File: config.mk
export PLATFORM = sky130hd
export DESIGN_NAME = data_output
export DESIGN_NICKNAME = d
export VERILOG_FILES = /design/src/rtl/data_link_pkg.sv /design/src/rtl/tx_fifo.sv /design/src/rtl/data_output.sv
export SDC_FILE = /design/constraint.sdc
export NUM_CORES = 1
export LEC_CHECK = 0
export CAP_MARGIN = 20
export CORE_MARGIN = 2
export CORE_UTILIZATION = 39
export CTS_CLUSTER_DIAMETER = 200
export DETAILED_ROUTE_END_ITERATION = 8
export DONT_BUFFER_PORTS = 1
export PLACE_DENSITY = 0.59
export REMOVE_ABC_BUFFERS = 1
export SETUP_SLACK_MARGIN = 0.2
export SKIP_CTS_REPAIR_TIMING = 1
export SYNTH_ARGS = -nofsm -noshare
export SYNTH_HDL_FRONTEND = slang
export SYNTH_SLANG_ARGS = --single-unit
File: constraint.sdc
create_clock -name CLOCK_50 -period 6.7 [get_ports CLOCK_50]
set_input_delay 0.67 -clock CLOCK_50 [delete_from_list [all_inputs] [get_ports CLOCK_50]]
set_output_delay 0.67 -clock CLOCK_50 [all_outputs]
set_load 0.03 [all_outputs]
File: src/rtl/data_link_pkg.sv
// Word layout and FSM state encodings shared by the GPIO transmitter and receiver.
// Both ends of the link must agree on these, so they live in one place.
package data_link_pkg;

  localparam int WORD_W  = 10;
  localparam int X_MSB   = 9;
  localparam int X_LSB   = 6;
  localparam int Y_MSB   = 5;
  localparam int Y_LSB   = 2;
  localparam int VAL_MSB = 1;
  localparam int VAL_LSB = 0;

  typedef enum logic [1:0] {
    ST_IDLE   = 2'd0,
    ST_SETUP  = 2'd1,
    ST_STROBE = 2'd2,
    ST_GAP    = 2'd3
  } link_state_e;

  function automatic logic [WORD_W-1:0] pack_word(input logic [3:0] x,
                                                  input logic [3:0] y,
                                                  input logic [1:0] v);
    logic [WORD_W-1:0] w;
    w = '0;
    w[X_MSB:X_LSB]     = x;
    w[Y_MSB:Y_LSB]     = y;
    w[VAL_MSB:VAL_LSB] = v;
    return w;
  endfunction

  function automatic int max3(input int a, input int b, input int c);
    int m;
    m = (a > b) ? a : b;
    return (m > c) ? m : c;
  endfunction

endpackage

File: src/rtl/tx_fifo.sv
// Power-of-two circular FIFO; full/empty come straight from the registered count.
// A push into a full FIFO or a pop from an empty one is ignored.
module tx_fifo #(
  parameter int DEPTH = 4,
  parameter int WIDTH = 10
) (
  input  logic             clk,
  input  logic             rst,
  input  logic             push,
  input  logic             pop,
  input  logic [WIDTH-1:0] din,
  output logic [WIDTH-1:0] dout,
  output logic             full,
  output logic             empty
);

  localparam int PTR_W = $clog2(DEPTH);
  localparam logic [PTR_W:0] FULL_CNT = (PTR_W + 1)'(DEPTH);

  logic [WIDTH-1:0] mem_q [DEPTH];
  logic [PTR_W-1:0] wr_ptr_q, wr_ptr_d;
  logic [PTR_W-1:0] rd_ptr_q, rd_ptr_d;
  logic [PTR_W:0]   count_q, count_d;
  logic             do_push;
  logic             do_pop;

  assign full    = (count_q == FULL_CNT);
  assign empty   = (count_q == '0);
  assign do_push = push && !full;
  assign do_pop  = pop && !empty;
  assign dout    = mem_q[rd_ptr_q];

  // Pointers wrap naturally because DEPTH is a power of two.
  always_comb begin
    wr_ptr_d = wr_ptr_q;
    rd_ptr_d = rd_ptr_q;
    count_d  = count_q;
    if (do_push) wr_ptr_d = wr_ptr_q + PTR_W'(1);
    if (do_pop)  rd_ptr_d = rd_ptr_q + PTR_W'(1);
    case ({do_push, do_pop})
      2'b10:   count_d = count_q + (PTR_W + 1)'(1);
      2'b01:   count_d = count_q - (PTR_W + 1)'(1);
      default: count_d = count_q;
    endcase
  end

  always_ff @(posedge clk or posedge rst) begin
    if (rst) begin
      wr_ptr_q <= '0;
      rd_ptr_q <= '0;
      count_q  <= '0;
    end else begin
      wr_ptr_q <= wr_ptr_d;
      rd_ptr_q <= rd_ptr_d;
      count_q  <= count_d;
    end
  end

  always_ff @(posedge clk) begin
    if (do_push) mem_q[wr_ptr_q] <= din;
  end

endmodule

File: src/rtl/data_output.sv
// Queues (X,Y,VALUE) updates and drives them to GPIO as setup/strobe/gap frames.
// A push becomes visible to the FSM one cycle after it lands, giving DATA_OUT at k+2.
module data_output
  import data_link_pkg::*;
#(
  parameter int SETUP_CYCLES  = 4,
  parameter int STROBE_CYCLES = 8,
  parameter int GAP_CYCLES    = 8,
  parameter int FIFO_DEPTH    = 4
) (
  input  logic        CLOCK_50,
  input  logic        RESET,
  input  logic [3:0]  X_COORD,
  input  logic [3:0]  Y_COORD,
  input  logic [1:0]  VALUE,
  input  logic        WRITE_EN,
  output logic        READY,
  output logic [9:0]  DATA_OUT,
  output logic        ENABLE_OUT,
  output logic        BUSY
);

  localparam int CNT_MAX = max3(SETUP_CYCLES, STROBE_CYCLES, GAP_CYCLES);
  localparam int CNT_W   = $clog2(CNT_MAX + 1);
  localparam logic [CNT_W-1:0] SETUP_LOAD  = CNT_W'(SETUP_CYCLES - 1);
  localparam logic [CNT_W-1:0] STROBE_LOAD = CNT_W'(STROBE_CYCLES - 1);
  localparam logic [CNT_W-1:0] GAP_LOAD    = CNT_W'(GAP_CYCLES - 1);

  link_state_e       state_q, state_d;
  logic [CNT_W-1:0]  cnt_q, cnt_d;
  logic [WORD_W-1:0] data_q, data_d;
  logic              en_q, en_d;
  logic              avail_q, avail_d;

  logic              fifo_push;
  logic              fifo_pop;
  logic              fifo_full;
  logic              fifo_empty;
  logic [WORD_W-1:0] fifo_dout;

  assign fifo_push  = WRITE_EN && !fifo_full;
  assign READY      = !fifo_full;
  assign DATA_OUT   = data_q;
  assign ENABLE_OUT = en_q;
  assign BUSY       = (state_q != ST_IDLE) || !fifo_empty;

  tx_fifo #(
    .DEPTH (FIFO_DEPTH),
    .WIDTH (WORD_W)
  ) u_tx_fifo (
    .clk   (CLOCK_50),
    .rst   (RESET),
    .push  (fifo_push),
    .pop   (fifo_pop),
    .din   (pack_word(X_COORD, Y_COORD, VALUE)),
    .dout  (fifo_dout),
    .full  (fifo_full),
    .empty (fifo_empty)
  );

  always_comb begin
    state_d  = state_q;
    cnt_d    = cnt_q;
    data_d   = data_q;
    en_d     = 1'b0;
    fifo_pop = 1'b0;
    avail_d  = !fifo_empty;
    case (state_q)
      ST_IDLE: begin
        if (avail_q && !fifo_empty) begin
          fifo_pop = 1'b1;
          data_d   = fifo_dout;
          state_d  = ST_SETUP;
          cnt_d    = SETUP_LOAD;
        end
      end
      ST_SETUP: begin
        if (cnt_q == '0) begin
          state_d = ST_STROBE;
          cnt_d   = STROBE_LOAD;
          en_d    = 1'b1;
        end else begin
          cnt_d = cnt_q - CNT_W'(1);
        end
      end
      ST_STROBE: begin
        if (cnt_q == '0) begin
          state_d = ST_GAP;
          cnt_d   = GAP_LOAD;
        end else begin
          cnt_d = cnt_q - CNT_W'(1);
          en_d  = 1'b1;
        end
      end
      ST_GAP: begin
        if (cnt_q == '0) state_d = ST_IDLE;
        else             cnt_d   = cnt_q - CNT_W'(1);
      end
      default: state_d = ST_IDLE;
    endcase
  end

  always_ff @(posedge CLOCK_50 or posedge RESET) begin
    if (RESET) begin
      state_q <= ST_IDLE;
      cnt_q   <= '0;
      data_q  <= '0;
      en_q    <= 1'b0;
      avail_q <= 1'b0;
    end else begin
      state_q <= state_d;
      cnt_q   <= cnt_d;
      data_q  <= data_d;
      en_q    <= en_d;
      avail_q <= avail_d;
    end
  end

endmodule

Word-level counts from Yosys, hierarchy flattened

Memory sizes are Yosys's and may differ from the RTL's. A register that Yosys moved wholly into a read port is not among the register bits.
Index checks and enable logic that the tools add are counted.
Widths: inputs -> output; s select.

Output and inout bits: 13
Logic and storage cells: 57
Memories kept: 1
Input bits: 13
Memory bits (writable): 40
Register bits after elaboration: 15

Add/sub/neg operators: 5
Equal/unequal tests: 11
Mux-type cells: 17
Reduce and logical (&&, ||, !) cells: 16

Memories:

| memory          | words | bits a word | rd ports | clocked after memory_dff | wr ports | RTL line      | source |
|---|---|---|---|---|---|---|---|
| u_tx_fifo.mem_q | 4     | 10          | 1        | 1                        | 1        | tx_fifo.sv:20 | `logic [WIDTH-1:0] mem_q [DEPTH];` |

Operators by type and width:

| cell                | count |
|---|---|
| $mux 4              | 3 |
| $pmux 4 s3          | 1 |
| $ne 2x2->1 const B  | 5 |
| $mux 2              | 4 |
| $pmux 2 s4          | 1 |
| $eq 2x2->1 const B  | 3 |
| $mux 1              | 6 |
| $pmux 3 s2          | 1 |
| $add 2x1->2 const B | 2 |
| $eq 2x1->1 const B  | 2 |
| $logic_and 1x1->1   | 4 |
| $logic_not 4->1     | 1 |
| $reduce_and 2->1    | 2 |
| $reduce_and 4->1    | 1 |
| $reduce_bool 2->1   | 2 |
| $sub 4x1->4 const B | 1 |
| $add 3x1->3 const B | 1 |
| $eq 3x3->1 const B  | 1 |
| $logic_not 3->1     | 1 |
| $sub 3x1->3 const B | 1 |
| $logic_not 1->1     | 2 |
| $logic_not 2->1     | 1 |
| $pmux 1 s2          | 1 |
| $reduce_or 2->1     | 1 |
| $logic_or 1x1->1    | 1 |

Logic depth before layout (Yosys ltp)

Depth after elaboration: 8
Depth in mapped cells: 11
Gate-level depth less buffers: 9

Cells and area by module

A second synthesis with hierarchy kept.

Cell total of the unflattened synthesis: 164
Area total of the unflattened synthesis: 2781.4 µm²

Modules (own cells, without submodules):

| module      | cells each | area an instance (µm²) | times used | sequential area each (µm²) |
|---|---|---|---|---|
| tx_fifo     | 90         | 1889.3                 | 1          | 1376.3 |
| data_output | 74         | 892.1                  | 1          | 450.4 |

Least setup slack after synthesis

OpenSTA, ideal clock, no wires.

Path kind: flip-flop to flip-flop
Start point: register state_q[0]
End point: register u_tx_fifo.count_q[2]
Library setup time: 0.079 ns
Slack: 4.306 ns
Buffers on the path: 2
Cell stages (with the launch flop): 12
Arrival: 2.315 ns
Period minus slack after synthesis: 2.394 ns
Data required time: 6.621 ns
Cell sequence: dfrtp_1 inv_1 ha_1 clkbuf_1 o311a_1 buf_2 ha_1 inv_1 fa_1 xor2_1 nor2_1 xor2_1

Word-level cells in the longest chain between the ends: 5
Elaborated cells on any way between the ends: 7
Classes of those cells: 2 x eq/ne; 2 x mux; 3 x reduce/logical

RTL lines:

| what                                                   | RTL line           | source |
|---|---|---|
| start: declaration                                     | data_output.sv:29  | `link_state_e state_q, state_d;` |
| start signal: assignment                               | data_output.sv:111 | `state_q <= state_d;` |
| $logic_not 2->1 (*)                                    | data_output.sv:68  | `case (state_q)` |
| $mux 1 (*)                                             | data_output.sv:68  |  |
| $logic_and 1x1->1 (*)                                  | tx_fifo.sv:30      | `assign do_pop = pop && !empty;` |
| net u_tx_fifo.do_pop                                   | tx_fifo.sv:25      | `logic do_pop;` |
| $eq 2x1->1 / $eq 2x2->1 (equally long branches)        | tx_fifo.sv:40      | `case ({do_push, do_pop})` |
| $pmux 3 s2 / $reduce_bool 2->1 (equally long branches) | --                 |  |
| end signal: assignment                                 | tx_fifo.sv:55      | `count_q <= count_d;` |
| end: declaration                                       | tx_fifo.sv:23      | `logic [PTR_W:0] count_q, count_d;` |

Mark *: on every way through the listed nets, which the timed path passes. The rest lies on a longest branch.
A chain may end at the register's enable or synchronous reset.

Worst setup path in the final report

Start point: register state_q[0]
End point: register u_tx_fifo.count_q[2]

Word-level cells in the longest chain between the ends: 5
Elaborated cells on any way between the ends: 7
Classes of those cells: 2 x eq/ne; 2 x mux; 3 x reduce/logical

RTL lines:

| what                                                   | RTL line |
|---|---|
| $logic_not 2->1 (*)                                    | data_output.sv:68 |
| $mux 1 (*)                                             | data_output.sv:68 |
| $logic_and 1x1->1 (*)                                  | tx_fifo.sv:30 |
| $eq 2x1->1 / $eq 2x2->1 (equally long branches)        | tx_fifo.sv:40 |
| $pmux 3 s2 / $reduce_bool 2->1 (equally long branches) | -- |

Mark *: on every way between the ends. The rest lies on a longest branch, timed or not.

==> flow_summary.ini <==
[floorplan]
start_util_pct = 40.26
core_area_mm2 = 0.006794
ios = 26
die-width_um = 87.75
rows = 30
dieArea_mm2 = 0.007699
die_y_um = 87.75

[drt]
drt-initial-drc-count = 57
vias_per_cell = 5.074
ant_nets = 0
drt-wirelength-per-cell_um = 16.77
route.detailed.drc = 0
vias = 1365
drtPass1Iterations = 4
wl_um = 4512

[cells_and_area]
layout.cells.non_filler = 269
fin_util_pct = 44.49
antennaDiodeCount = 0
drive_gt1_share_pct = 23.70
layout.nets = 193
synthToLayoutAreaGrowth_pct = 10.52

[sta]
whs_ns = 0.2717
maxSlewViolCount = 0
rsz0062_at_grt = no
fmax_mhz = 365.0
period_share_pct = 40.90
skew_ns = 0.004603
slew-limit-headroom_pct = 51.24
finalSetupViolations = 0
timing.final.crit_period_ns = 2.740
final-hold-violation-count = 0
setup-tns-final_ns = 0
tightest_slew_ns = 0.7315

[worst_setup_path]
r2r_end = u_tx_fifo.count_q[2]
rrSetupSlack_ns = 3.96
timing.rr.start = state_q[0]
rr_worst_depth = 9
required_ns = 6.96
critical_path_class = flop to flop
critPathMaxFanout = 13
worstPathArrival_ns = 3.00
worstSetupStartpointType = flop
end_kind = flop

[global_routing]
grt.total_usage_pct = 13.26
grt_first_pass_wirelength_um = 7231
antenna_found_initial = 0
grt_max_degree = 26
grt_overflow = 0
first_global_vias = 1483

[clock_tree]
clock-sinks = 65
cts_htree_levels = 3
clkSlewWorstSetupHoldPaths_ns = 0.07
clockBufferDepth = 2
cts_root_buffer = clkbuf_8
clk_latency_ns = 0.34
numCtsBuffers = 9
cts_tree = done

[logic_synthesis]
yosys-top-cells-count = edfxtp_1, dfrtp_1, inv_1, ha_1, mux2_2
yosysTopAreaCell = edfxtp_1
synth_most_common_cell = edfxtp_1
synthTopCellsByArea = edfxtp_1, dfrtp_1, mux4_2
ys_ff_latch = 65
synth_edf_count = 40
async_flop_share_pct = 38.46
syn_avg_cell_area_um2 = 17.09
synth_top_area_share_pct = 43.92
synth-seq-area-share_pct = 66.79
synth.distinct_cells = 33
synthFlopType = edfxtp_1
syn-instance-count = 160
syn_area_mm2 = 0.002735
ys_warn_count = 0

[power_and_ir_drop]
power_density_mw_per_mm2 = 493.1
peakVddDrop_mv = 0.1458
leakage_nw = 1.143

[placement]
place.gp.congestion = 0.7269
numPortBuffers = 0
hpwl_um = 3003
dp_cells = 252

[min_path]
hp-class = primary input to async pin

[outcome]
status = finished, final reports clean

[run]
drv_cap = 0
how the worst max path moves through the flow:
stage                     startpoint                    to
after floorplan           state_q[0]  u_tx_fifo.count_q[2]
after CTS                 state_q[0]  u_tx_fifo.count_q[2]
final                     state_q[0]  u_tx_fifo.count_q[2]
after detailed placement  state_q[0]  u_tx_fifo.count_q[2]
after global placement    state_q[0]  u_tx_fifo.count_q[2]
after global routing      state_q[0]  u_tx_fifo.count_q[2]
area by class of cell:
cell class                      count  area [um^2]
Multi-Input combinational cell     79        845.8
Clock inverter                      7        46.29
Timing Repair Buffer                1        15.01
Clock buffer                        9        123.9
Sequential cell                    65         1827
Fill cell                         599         3771
Tap cell                           96        120.1
Inverter                           12        45.04
stage by stage:
| stage | area, um^2 | setup WS (ns) | power [mW] |
|---|---|---|---|
| CTS | 3008 | 3.905 | 1.511 |
| floorplan | 2718 | 4.363 | 1.111 |
| finish | 3023 | 3.960 | 1.490 |
| global placement | 2838 | 4.062 | 1.193 |
| global route | 3023 | 3.695 | 1.592 |
| detailed placement | 2838 | 3.947 | 1.227 |
registers in the layout (all words and copies together) (netlist names):
signal / cells
avail_q: 1
ENABLE_OUT: 1
u_tx_fifo.count_q: 3
state_q: 2
cnt_q: 4
u_tx_fifo.mem_q: 40
u_tx_fifo.wr_ptr_q: 2
u_tx_fifo.rd_ptr_q: 2
DATA_OUT: 10
power by group:
group / internal, mW / switching, mW / total (mW)
logic: 0.256 / 0.221 / 0.476
registers: 0.559 / 0.173 / 0.732
clock network: 0.133 / 0.149 / 0.282
per-layer routing:
| metal | GRT usage (%) | routed length, um |
|---|---|---|
| met5 | 0 | 0 |
| met4 | 9.650 | 170 |
| met3 | 3.770 | 203 |
| met2 | 20.59 | 2191 |
| met1 | 15.78 | 1946 |
cell usage in the layout (no fill, tap or decap), types with 2 or more instances in the layout:
master,instances
dfrtp_1,25
a21oi_1,2
mux2_2,11
nor4b_1,2
ha_1,11
mux2i_1,2
mux4_2,10
and3_1,4
clkinv_1,2
o32a_1,2
clkinv_4,2
edfxtp_1,40
xor2_1,3
inv_1,12
nand2_1,6
o2bb2ai_1,2
xnor2_1,3
nor2_1,3
clkbuf_8,9
a22o_1,2
nor3_1,3
cell families after synthesis:
| family | share of synthesized area (%) |
|---|---|
| buf+inv | 2.287 |
| mux | 14.04 |
| simple gates | 5.124 |
| xor+xnor | 1.922 |
| fa+ha+maj | 5.764 |
| flops | 66.79 |
| compound gates | 4.072 |
worst max-delay path, stage by stage, from the launching register on:
cell     delay [ns]
dfrtp_1        0.40
inv_1          0.13
ha_1           0.32
o311a_1        0.64
ha_1           0.30
inv_1          0.07
fa_1           0.38
xor2_1         0.15
nor2_1         0.12
xor2_1         0.16
(Power assumes the default switching activity.)
==> RTL change 1: new RTL, same settings <==
Encoding of `link_state_e`: now one-hot (4 bits for 4 states).
--- a/src/rtl/data_link_pkg.sv
+++ b/src/rtl/data_link_pkg.sv
@@ -12,7 +12,7 @@
 
-  typedef enum logic [1:0] {
-    ST_IDLE   = 2'd0,
-    ST_SETUP  = 2'd1,
-    ST_STROBE = 2'd2,
-    ST_GAP    = 2'd3
+  typedef enum logic [3:0] {
+    ST_IDLE   = 4'b0001,
+    ST_SETUP  = 4'b0010,
+    ST_STROBE = 4'b0100,
+    ST_GAP    = 4'b1000
   } link_state_e;
Function: same outputs for any inputs over 10 cycles, from zero or initial values and one cycle with RESET high; not proved beyond that.
==> RTL change 1 against the unedited design <==
Power fell by 5.1%; wire length rose by 1.5%; final area fell by 1.4%; setup slack got worse by 120 ps; synthesized area fell by 1.6%; clock skew barely moved; sequential cell count rose by 2; clock power rose by 11%.
==> RTL change 1: results (changes against the unedited design) <==
Status
  • Status: complete, no violations

Worst setup path
  • CP Max Fanout: 16 (+3)
  • Critical path's slowest cell: and3_1
  • R2R setup slack: 3840 ps (-120 ps)
  • Largest stage delay, worst path: 700 ps (+60 ps)
  • Crit-path leading delay family: simple AND/OR/NAND/NOR gates
  • CP Data Arrival Time: 3130 ps (+130 ps)

Drt
  • DR iter-0 viols: 69 (+21%)
  • Per-cell routed wire length: 18.5 um (+11%)
  • Drt pass-1 iters: 5 (+1)
  • Met1 wire length: 1870 um (-4.1%)
  • Met2 wire len: 2360 um (+7.6%)
  • Metal3 WL: 243 um (+20%)
  • Vias: 1,303 (-4.5%)

Power
  • Peak VDD IR: 0.114 mV (-22%)

Final layout
  • Share of cells above drive strength 1: 0.228 (-0.00945)
  • Fill cells: 584 (-2.5%)
  • Final net count: 182 (-5.7%)

Global routing
  • Global-route wire length before repair: 7450 um (+3.1%)
  • GRT Total Usage: 0.137 (+0.00464)
  • Vias in the first global route: 1,453 (-2.0%)

Placement
  • Post-DP HPWL: 3070 um (+2.3%)
  • GPL Wtd Cong: 0.660 (-9.3%)

Logic synthesis
  • Synth cell types: 36 (+9.1%)
  • Most common library cells after synthesis: edfxtp_1 (40), dfrtp_1 (26), mux2_2 (11)
  • Sequential area share after synthesis: 0.698 (+0.0299)
  • Async SR Flop Fraction: 0.403 (+0.0184)

STA
  • Worst Skew: 4.83 ps (+0.222 ps)
  • Worst slew margin: 0.480 (-0.0326)
[RTL change 1: cell types whose count changed in the layout (fill, tap and decap cells not counted), sizes merged, moves of 2 or more]
cell   before  now
ha         11    6
nand2       6    1
inv        13   10
and3b       0    2
nor2        3    5
nor3        3    5
o32a        2    0
[RTL change 1: worst register-to-register path: stages, from the launching register on]
cell and delay (ps):
dfstp_2 590, nor4b_1 330, and3_1 700, ha_1 300, inv_1 60, fa_1 370
xor2_1 150, nor2_1 130, xor2_1 150
[RTL change 1: stage by stage]
stage | hold slack, ps | worst slack, ps | area, um^2 | total power [W] | instances
2_1_floorplan | 451 | 4220 | 2670 | 0.00101 | 150
3_3_place_gp | 467 | 3940 | 2770 | 0.00108 | 230
3_5_place_dp | 504 | 3800 | 2770 | 0.00112 | 230
4_1_cts | 412 | 3790 | 2950 | 0.00143 | 246
5_1_grt | 287 | 3570 | 2980 | 0.00149 | 247
6_report | 255 | 3840 | 2980 | 0.00141 | 247
[RTL change 1: cell type report]
class	count	area, um^2	area share
Sequential cell	67	1880	0.630
Inverter	10	37.5	0.0126
Timing Repair Buffer	1	27.5	0.00924
Multi-Input combinational cell	73	754	0.253
Clock inverter	7	58.8	0.0197
Clock buffer	9	124	0.0416
Tap cell	80	100	0.0336
[RTL change 1: final timing paths]
check / cells past startpoint / start / to
min in group CLOCK_50: 0 / X_COORD[1] / u_tx_fifo.mem_q[3][7]$_DFFE_PP_
max reg2reg: 8 / state_q[0]$_DFFE_PP1P_ / u_tx_fifo.count_q[2]$_DFFE_PP0P_
max: 8 / state_q[0]$_DFFE_PP1P_ / u_tx_fifo.count_q[2]$_DFFE_PP0P_
max in group asynchronous: 2 / RESET / state_q[0]$_DFFE_PP1P_
min reg2reg: 1 / u_tx_fifo.count_q[2]$_DFFE_PP0P_ / u_tx_fifo.count_q[2]$_DFFE_PP0P_
min: 1 / RESET / DATA_OUT[3]$_DFFE_PP0N_
[RTL change 1: where the power goes]
part           total [W]  switching (W)  internal (W)  leakage (nW)
combinational   0.000376       0.000179      0.000197         0.360
clock           0.000312       0.000145      0.000166        0.0915
sequential      0.000726       0.000160      0.000566         0.686
[RTL change 1: layer usage]
metal  up-vias  global-route usage
met2        29               0.234
met5         -                   0
li1        602                   -
met3         9              0.0455
met1       663               0.152
met4         0              0.0724
[RTL change 1: cell families after synthesis]
| family | after synthesis | synth area share |
|---|---|---|
| compound gates | 10 | 0.0274 |
| simple gates | 26 | 0.0581 |
| fa+ha+maj | 7 | 0.0353 |
| flops | 67 | 0.698 |
| xor+xnor | 8 | 0.0260 |
| buf+inv | 14 | 0.0219 |
| mux | 22 | 0.133 |
==> RTL change 2: new RTL, config.mk and constraints unchanged <==
Made on the original files. Change the parameter `SETUP_CYCLES` from 4 to 8.
--- a/src/rtl/data_output.sv
+++ b/src/rtl/data_output.sv
@@ -5,3 +5,3 @@
 #(
-  parameter int SETUP_CYCLES  = 4,
+  parameter int SETUP_CYCLES  = 8,
   parameter int STROBE_CYCLES = 8,
Function: changed (a bounded check fails within 10 cycles, from zero or initial values and one cycle with RESET high).
==> RTL change 2 against the unedited design <==
Sequential cell count stayed put; hold slack worse by 160 ps; synthesized cell count is 0.63% higher; global-route usage is 0.67 points higher; combinational power is 3% higher; power is 8.0% higher; non-clock buffer count stayed put; critical endpoint unchanged; sequential share of layout area is 1.4 points lower; final area is 2.4% higher; critical path type unchanged; setup slack better by 27 ps; synthesized area hardly changed; wire length is 1.9% higher; via count is 0.66% higher.
==> RTL change 2: results (changes against the unedited design) <==
Status
  • Status: complete, no violations

Clock network
  • Worst-skew pair later-pin latency: 340 ps (about the same)
  • Clock slew at reported path FFs: 70 ps (about the same)
  • CTS H-tree depth: 3 (unchanged)
  • Root Driver: clkbuf_8

Global routing
  • Met1 GRT Util: 0.155 (-0.00282)
  • Vias in the first global route: 1,488 (+0.34%)
  • Largest net degree at the start of global routing: 26 (unchanged)
  • GRT Total Usage: 0.139 (+0.00669)
  • Global-route wire length before repair: 7470 um (+3.2%)
  • GR met2 Demand/Resource: 0.218 (+0.0124)
  • M3 GR Usage: 0.0584 (+0.0207)

Logic synthesis
  • Post-synthesis mux area share: 0.140 (about the same)
  • Post-synth EDFFs: 40 (unchanged)
  • Largest cells by area after synthesis: edfxtp_1 (44%), dfrtp_1 (23%), mux4_2 (8.2%)
  • Most common library cells after synthesis: edfxtp_1 (40), dfrtp_1 (25), inv_1 (12)
  • Sequential area share after synthesis: 0.667 (about the same)
  • Post-synthesis xor/xnor area fraction: 0.0192 (about the same)
  • Adder-cell share of the synthesized area: 0.0576 (about the same)
  • Synth cell types: 33 (unchanged)
  • Synth Flop Type: edfxtp_1
  • Synth warnings: 0 (unchanged)
  • Compound-Gate Fraction of Synth Area: 0.0457 (+0.00499)

Placement
  • GPL Wtd Cong: 0.729 (+0.34%)
  • Post-DP HPWL: 3140 um (+4.4%)

Worst setup path
  • Largest stage delay, worst path: 630 ps
  • CP Max Fanout: 13 (unchanged)
  • Critical path's slowest cell: o311a_1
  • R2R setup slack: 3990 ps (+30 ps)
  • Reg2Reg Depth: 9 (unchanged)
  • Crit-path leading delay family: adder cells

STA
  • Worst Skew: 5.91 ps (+1.31 ps)
  • Worst slew margin: 0.514 (+0.00204)

Power
  • Leak: 1.18 nW (+3.3%)
  • Peak VDD IR: 0.208 mV (+42%)
  • Net Sw Power: 0.000555 W (+2.4%)
  • P_seq: 0.000742 W (+1%)
  • Clock share of power: 0.233 (+0.044)
  • PwrDens: 520 nW/um^2 (+5.4%)

Drt
  • Met2 wire len: 2270 um (+3.8%)
  • Vias: 1,374 (+0.66%)
  • Metal3 WL: 307 um (+51%)
  • Met1 wire length: 1880 um (-3.6%)
  • WL final: 4600 um (+1.9%)
  • DR iter-0 viols: 58 (+1.8%)

Final layout
  • Fill cells: 593 (-1.0%)
  • Final net count: 194 (+0.52%)
  • Share of cells above drive strength 1: 0.241 (+0.00439)

Min path
  • Min-delay worst type: in2async
RTL change 2: cell count changes in the layout (fill, tap and decap cells not counted), moves of 2 or more:
cell	before	now
clkbuf_8	9	11
clkinv_1	2	0
nor4b_1	2	0
clkinv_4	2	0
bufinv_16	0	2
RTL change 2: through the flow:
| step | power (W) | area, um^2 | setup slack, ps | hold slack [ps] | std cells |
|---|---|---|---|---|---|
| after floorplan | 0.00112 | 2720 | 4360 | 494 | 157 |
| after global placement | 0.00121 | 2840 | 4120 | 518 | 253 |
| after detailed placement | 0.00125 | 2840 | 3960 | 528 | 253 |
| after CTS | 0.00163 | 3070 | 3930 | 402 | 269 |
| after global routing | 0.00171 | 3100 | 3780 | 101 | 270 |
| final | 0.00161 | 3100 | 3990 | 109 | 270 |
RTL change 2: area by class of cell:
type,count,area (um^2),share of cell area
clock inverter,4,73.8,0.0238
clock buffer,12,155,0.0501
sequential,65,1830,0.590
inverter,12,45.0,0.0145
multi-input combinational,80,848,0.274
timing repair buffer,1,27.5,0.00889
tap,96,120,0.0388
